[config.mk]
export PLATFORM = sky130hd
export DESIGN_NAME = regfile_wport_arbiter
export DESIGN_NICKNAME = d
export VERILOG_FILES = /design/src/rtl/riscv_pkg.sv /design/src/rtl/regfile_wport_arbiter.sv
export SDC_FILE = /design/constraint.sdc
export NUM_CORES = 1
export LEC_CHECK = 0
export CAP_MARGIN = 20
export CORE_MARGIN = 1
export CORE_UTILIZATION = 40
export DETAILED_ROUTE_END_ITERATION = 10
export PLACE_DENSITY = 0.91
export SLEW_MARGIN = 40
export SYNTH_ARGS = -nofsm -noshare
export SYNTH_HDL_FRONTEND = slang
export SYNTH_SLANG_ARGS = --single-unit
export TNS_END_PERCENT = 10
[constraint.sdc]
create_clock -name clk -period 3.6 [get_ports clk]
set_clock_uncertainty 0.2 [all_clocks]
set_input_delay 0.72 -clock clk [delete_from_list [all_inputs] [get_ports clk]]
set_output_delay 0.72 -clock clk [all_outputs]
set_load 0.1 [all_outputs]
[src/rtl/riscv_pkg.sv]
`default_nettype none
// ============================================================================
//  Module      : riscv_pkg
//  Description : Shared core-wide widths and the write-port arbiter FSM
//                state encoding.
//  Revision    : 1.0 - initial release
// ============================================================================
package riscv_pkg;

  localparam int XLEN         = 32;
  localparam int REG_ADDR_W   = 5;
  localparam int STARVE_CNT_W = 4;

  // Write-port arbiter states: NORMAL lets the pipeline win, FORCE holds the
  // pipeline frozen until the long-latency result drains.
  typedef enum logic [0:0] {
    ARB_NORMAL = 1'b0,
    ARB_FORCE  = 1'b1
  } arb_state_t;

endpackage
`default_nettype wire

[src/rtl/regfile_wport_arbiter.sv]
`default_nettype none
// ============================================================================
//  Module      : regfile_wport_arbiter
//  Description : Arbitrates the single register-file write port between the
//                pipeline WB stage and a long-latency unit (mul/div/load
//                miss). WB has priority; a starved LLU result forces a
//                pipeline stall so WB bubbles can let it through.
//  Revision    : 1.0 - initial release
// ============================================================================
module regfile_wport_arbiter
  import riscv_pkg::*;
#(
  parameter int unsigned STARVE_LIMIT = 3
) (
  input  logic                  clk,
  input  logic                  rst,
  input  logic                  wb_valid,
  input  logic [REG_ADDR_W-1:0] wb_rd,
  input  logic [XLEN-1:0]       wb_data,
  input  logic                  llu_valid,
  input  logic [REG_ADDR_W-1:0] llu_rd,
  input  logic [XLEN-1:0]       llu_data,
  output logic                  llu_ready,
  output logic                  stall_pipe,
  output logic                  RegWrite,
  output logic [REG_ADDR_W-1:0] w_add,
  output logic [XLEN-1:0]       RegWriteData
);

  localparam logic [STARVE_CNT_W-1:0] c_CNT_MAX  = '1;
  localparam logic [STARVE_CNT_W-1:0] c_FORCE_AT = STARVE_CNT_W'(STARVE_LIMIT - 1);

  arb_state_t              r_state;
  arb_state_t              w_state_nxt;
  logic [STARVE_CNT_W-1:0] r_cnt;
  logic                    r_stall;
  logic                    r_wen;
  logic [REG_ADDR_W-1:0]   r_wadd;
  logic [XLEN-1:0]         r_wdata;

  logic w_wb_act;
  logic w_llu_rdy;
  logic w_llu_xfer;
  logic w_llu_refused;
  logic w_llu_wr;

  // Writes to x0 are architecturally discarded, so they never claim the port.
  assign w_wb_act      = wb_valid & (wb_rd != '0);
  // WB always wins the port, in both states; nothing is accepted during reset.
  assign w_llu_rdy     = ~rst & llu_valid & ~w_wb_act;
  assign w_llu_xfer    = llu_valid & w_llu_rdy;
  assign w_llu_refused = llu_valid & ~w_llu_rdy;
  // An x0-destined LLU result is consumed but produces no write.
  assign w_llu_wr      = w_llu_xfer & (llu_rd != '0);

  assign llu_ready    = w_llu_rdy;
  assign stall_pipe   = r_stall;
  assign RegWrite     = r_wen;
  assign w_add        = r_wadd;
  assign RegWriteData = r_wdata;

  // Next-state logic: enter FORCE on the refusal that reaches the limit,
  // leave it once the LLU result drains or is withdrawn.
  always_comb begin
    w_state_nxt = r_state;
    case (r_state)
      ARB_NORMAL: begin
        if (w_llu_refused && (r_cnt == c_FORCE_AT)) begin
          w_state_nxt = ARB_FORCE;
        end
      end
      ARB_FORCE: begin
        if (!llu_valid || w_llu_xfer) begin
          w_state_nxt = ARB_NORMAL;
        end
      end
      default: w_state_nxt = ARB_NORMAL;
    endcase
  end

  // State register; stall is registered from the next state so it tracks
  // FORCE on the very edge the state changes.
  always_ff @(posedge clk) begin
    if (rst) begin
      r_state <= ARB_NORMAL;
      r_stall <= 1'b0;
    end else begin
      r_state <= w_state_nxt;
      r_stall <= (w_state_nxt == ARB_FORCE);
    end
  end

  // Saturating count of consecutive refused LLU cycles.
  always_ff @(posedge clk) begin
    if (rst) begin
      r_cnt <= '0;
    end else if (!llu_valid || w_llu_xfer) begin
      r_cnt <= '0;
    end else if (r_cnt != c_CNT_MAX) begin
      r_cnt <= r_cnt + 1'b1;
    end
  end

  // Register-file write port: one write per cycle, address/data hold when idle.
  always_ff @(posedge clk) begin
    if (rst) begin
      r_wen   <= 1'b0;
      r_wadd  <= '0;
      r_wdata <= '0;
    end else if (w_wb_act) begin
      r_wen   <= 1'b1;
      r_wadd  <= wb_rd;
      r_wdata <= wb_data;
    end else if (w_llu_wr) begin
      r_wen   <= 1'b1;
      r_wadd  <= llu_rd;
      r_wdata <= llu_data;
    end else begin
      r_wen   <= 1'b0;
    end
  end

endmodule
`default_nettype wire

==> results.sh <==
export IMPL_clock_path_buffers=2
export IMPL_syn_inst=243
export IMPL_die_area_um2=5280
export IMPL_clkTransAtPathRegs_ns=0.07
export IMPL_endpoint_kind="output port"
export IMPL_die_x_um=72.6
export IMPL_crit_buf_inv=2
export IMPL_hold_viol=0
export IMPL_min_period_ns=3.20
export IMPL_htreeDepth=2
export IMPL_worst_path_max_fanout=3
export IMPL_critPathKind="input port to output port"
export IMPL_worst_setup_path_start_kind="input port"
export IMPL_synth_area_um2=2000
export IMPL_antenna_found_initial=0
export IMPL_min_period_over_period_pct=89.0
export IMPL_slowest_stage="or4_4"
export IMPL_synth_edff_count=0
export IMPL_async_reset_ff_share_pct=0
export IMPL_cts_sinks=43
export IMPL_syn_to_final_growth_pct=57.9
export IMPL_synth_most_common_cell="dfxtp_1"
export IMPL_r2r_setup_slack_ns=2.24
export IMPL_fin_nets=435
export IMPL_slew_headroom_pct=47.5
export IMPL_layout_drive_gt1_share_pct=18.3
export IMPL_setup_viol=0
export IMPL_hold_buffers=0
export IMPL_core_area_um2=4750
export IMPL_drtAntennaViolNets=0
export IMPL_slew_viol_final=0
export IMPL_yosysSeqAreaShare_pct=43.1
export IMPL_wirelength_um=5800
export IMPL_path_cells="clkdlybuf4s50_1, or4_4, o21a_1, nor2_2, buf_12"
export IMPL_io_pins=118
export IMPL_hpwl_um=4160
export IMPL_grt_pass1_vias=2128
export IMPL_cts_tree="yes"
export IMPL_drtIter0Drc=114
export IMPL_drv_cap=0
export IMPL_synthTopCellsByArea="dfxtp_1 43%, a211oi_1 12%, a21oi_1 8.3%"
export IMPL_synth_top_cell_by_area="dfxtp_1"
export IMPL_clkLatencyLatePin_ns=0.28
export IMPL_yosysUniqueCellTypes=28
export IMPL_rsz0062_at_grt="no"
export IMPL_slowest_delay_ns=0.58
export IMPL_place_congestion=0.858
export IMPL_syn_area_per_cell_um2=8.21
export IMPL_drc=0
export IMPL_numPortBuffers=117
export IMPL_arrival_ns=2.28
export IMPL_cts_made_buffers=5
export IMPL_irDropWorstVdd_mv=0.223
export IMPL_die_h_um=72.6
export IMPL_cts_resized=0
export IMPL_post_cts_buffers=0
export IMPL_grt_overflow=0
export IMPL_ys_top_cells_by_count="43 x dfxtp_1, 40 x nor2_1, 39 x nand2_1"
export IMPL_drtPass1Iterations=4
export IMPL_vias=2201
export IMPL_crit_required_ns=2.68
export IMPL_start_util_pct=42.0
export IMPL_hold_class="flip-flop to flip-flop"
export IMPL_p_leak_nw=1.24
export IMPL_crit_family="simple AND/OR/NAND/NOR gates"
export IMPL_fillers=430
export IMPL_ys_flop_type="dfxtp_1"
export IMPL_synthesis_nets=323
export IMPL_tightest_slew_ns=0.788
export IMPL_ys_seq_elements=43
export IMPL_track_usage_pct=22.3
export IMPL_grt_max_degree=40
export IMPL_wl_per_cell_um=13.7
export IMPL_power_total_mw=1.34
export IMPL_viasPerCell=5.20
export IMPL_ys_warn_count=0
export IMPL_fmax_mhz=312
export IMPL_cts_root_buffer="clkbuf_8"
export IMPL_finalSetupTns_ns=0
export IMPL_synth_top_area_share_pct=43.1
export IMPL_antenna_cells=0
export IMPL_grt_pass1_wl_um=9320
export IMPL_powerDensity_nw_per_um2=426
export IMPL_outcome="finished clean"
export IMPL_rows=25
layout by cell type, fill, tap and decap left out, types with 2 or more instances in the layout:
master and instances:
clkdlybuf4s50_1 77, dfxtp_1 43, nand2_1 39, nor2_1 39, a21oi_1 33, a211oi_1 33, buf_4 29, buf_2 16
clkbuf_8 7, a21oi_2 5, nand2b_1 3, nor4_1 3, nor3_1 3, o221ai_1 3, inv_1 2, or4_4 2
o21ai_4 2, a211oi_2 2, nand3_1 2, ha_1 2
cells by family after synthesis:
group | synth area share, %
compound gates | 29.3
fa+ha+maj | 1.25
buf+inv | 6.39
xor+xnor | 0.439
simple gates | 19.4
flops | 43.1
state kept, by name, indices dropped and copies added, names as in the netlist:
| name | count |
|---|---|
| RegWrite | 1 |
| RegWriteData | 32 |
| r_cnt | 4 |
| stall_pipe | 1 |
| w_add | 5 |
path summary, 6_finish.rpt:
kind	from	endpoint	cells past startpoint
max	wb_rd[3]	llu_ready	5
min	stall_pipe	stall_pipe	2
max reg2reg	r_cnt[0]	r_cnt[0]	4
min reg2reg	stall_pipe	stall_pipe	2
metrics by stage:
step / hold WS, ns / utilization, % / setup WS, ns / cells / area [um2]
2_1_floorplan: 0.284 / - / 0.135 / 243 / 2000
3_3_place_gp: 0.249 / 65.8 / 0.462 / 415 / 3130
6_report: 0.269 / 66.3 / 0.398 / 423 / 3150
5_1_grt: 0.349 / 66.3 / 0.379 / 423 / 3150
3_5_place_dp: 0.257 / 64.2 / 0.417 / 415 / 3050
4_1_cts: 0.275 / 66.3 / 0.414 / 423 / 3150
final cells by class:
cell class              instances  area [um2]  share of cell area (%)
flip-flops and latches         43         861                    27.3
clock buffers                   8         100                    3.18
well taps                      67        83.8                    2.66
inverters                       2        7.51                   0.238
multi-input cells             180        1010                    32.0
repair buffers                123        1090                    34.6
per-layer routing:
layer / track usage (%) / up-vias / share of wire [%]
li1: - / 1092 / -
met1: 25.8 / 1011 / 40
met2: 39.6 / 87 / 50
met3: 4.97 / 11 / 8.3
met4: 9.15 / 0 / 1.6
met5: 0 / - / 0
report_power, final:
part	internal (mW)	switching, mW
registers	0.509	0.0179
logic	0.149	0.341
clock network	0.175	0.149
total	0.833	0.508
tightest hold or removal path, cell delays in order, from the launching register on:
cell and delay (ns):
dfxtp_1 0.33, a21oi_1 0.04, nor2_1 0.06
No activity file was read; power rests on OpenSTA's default activity.
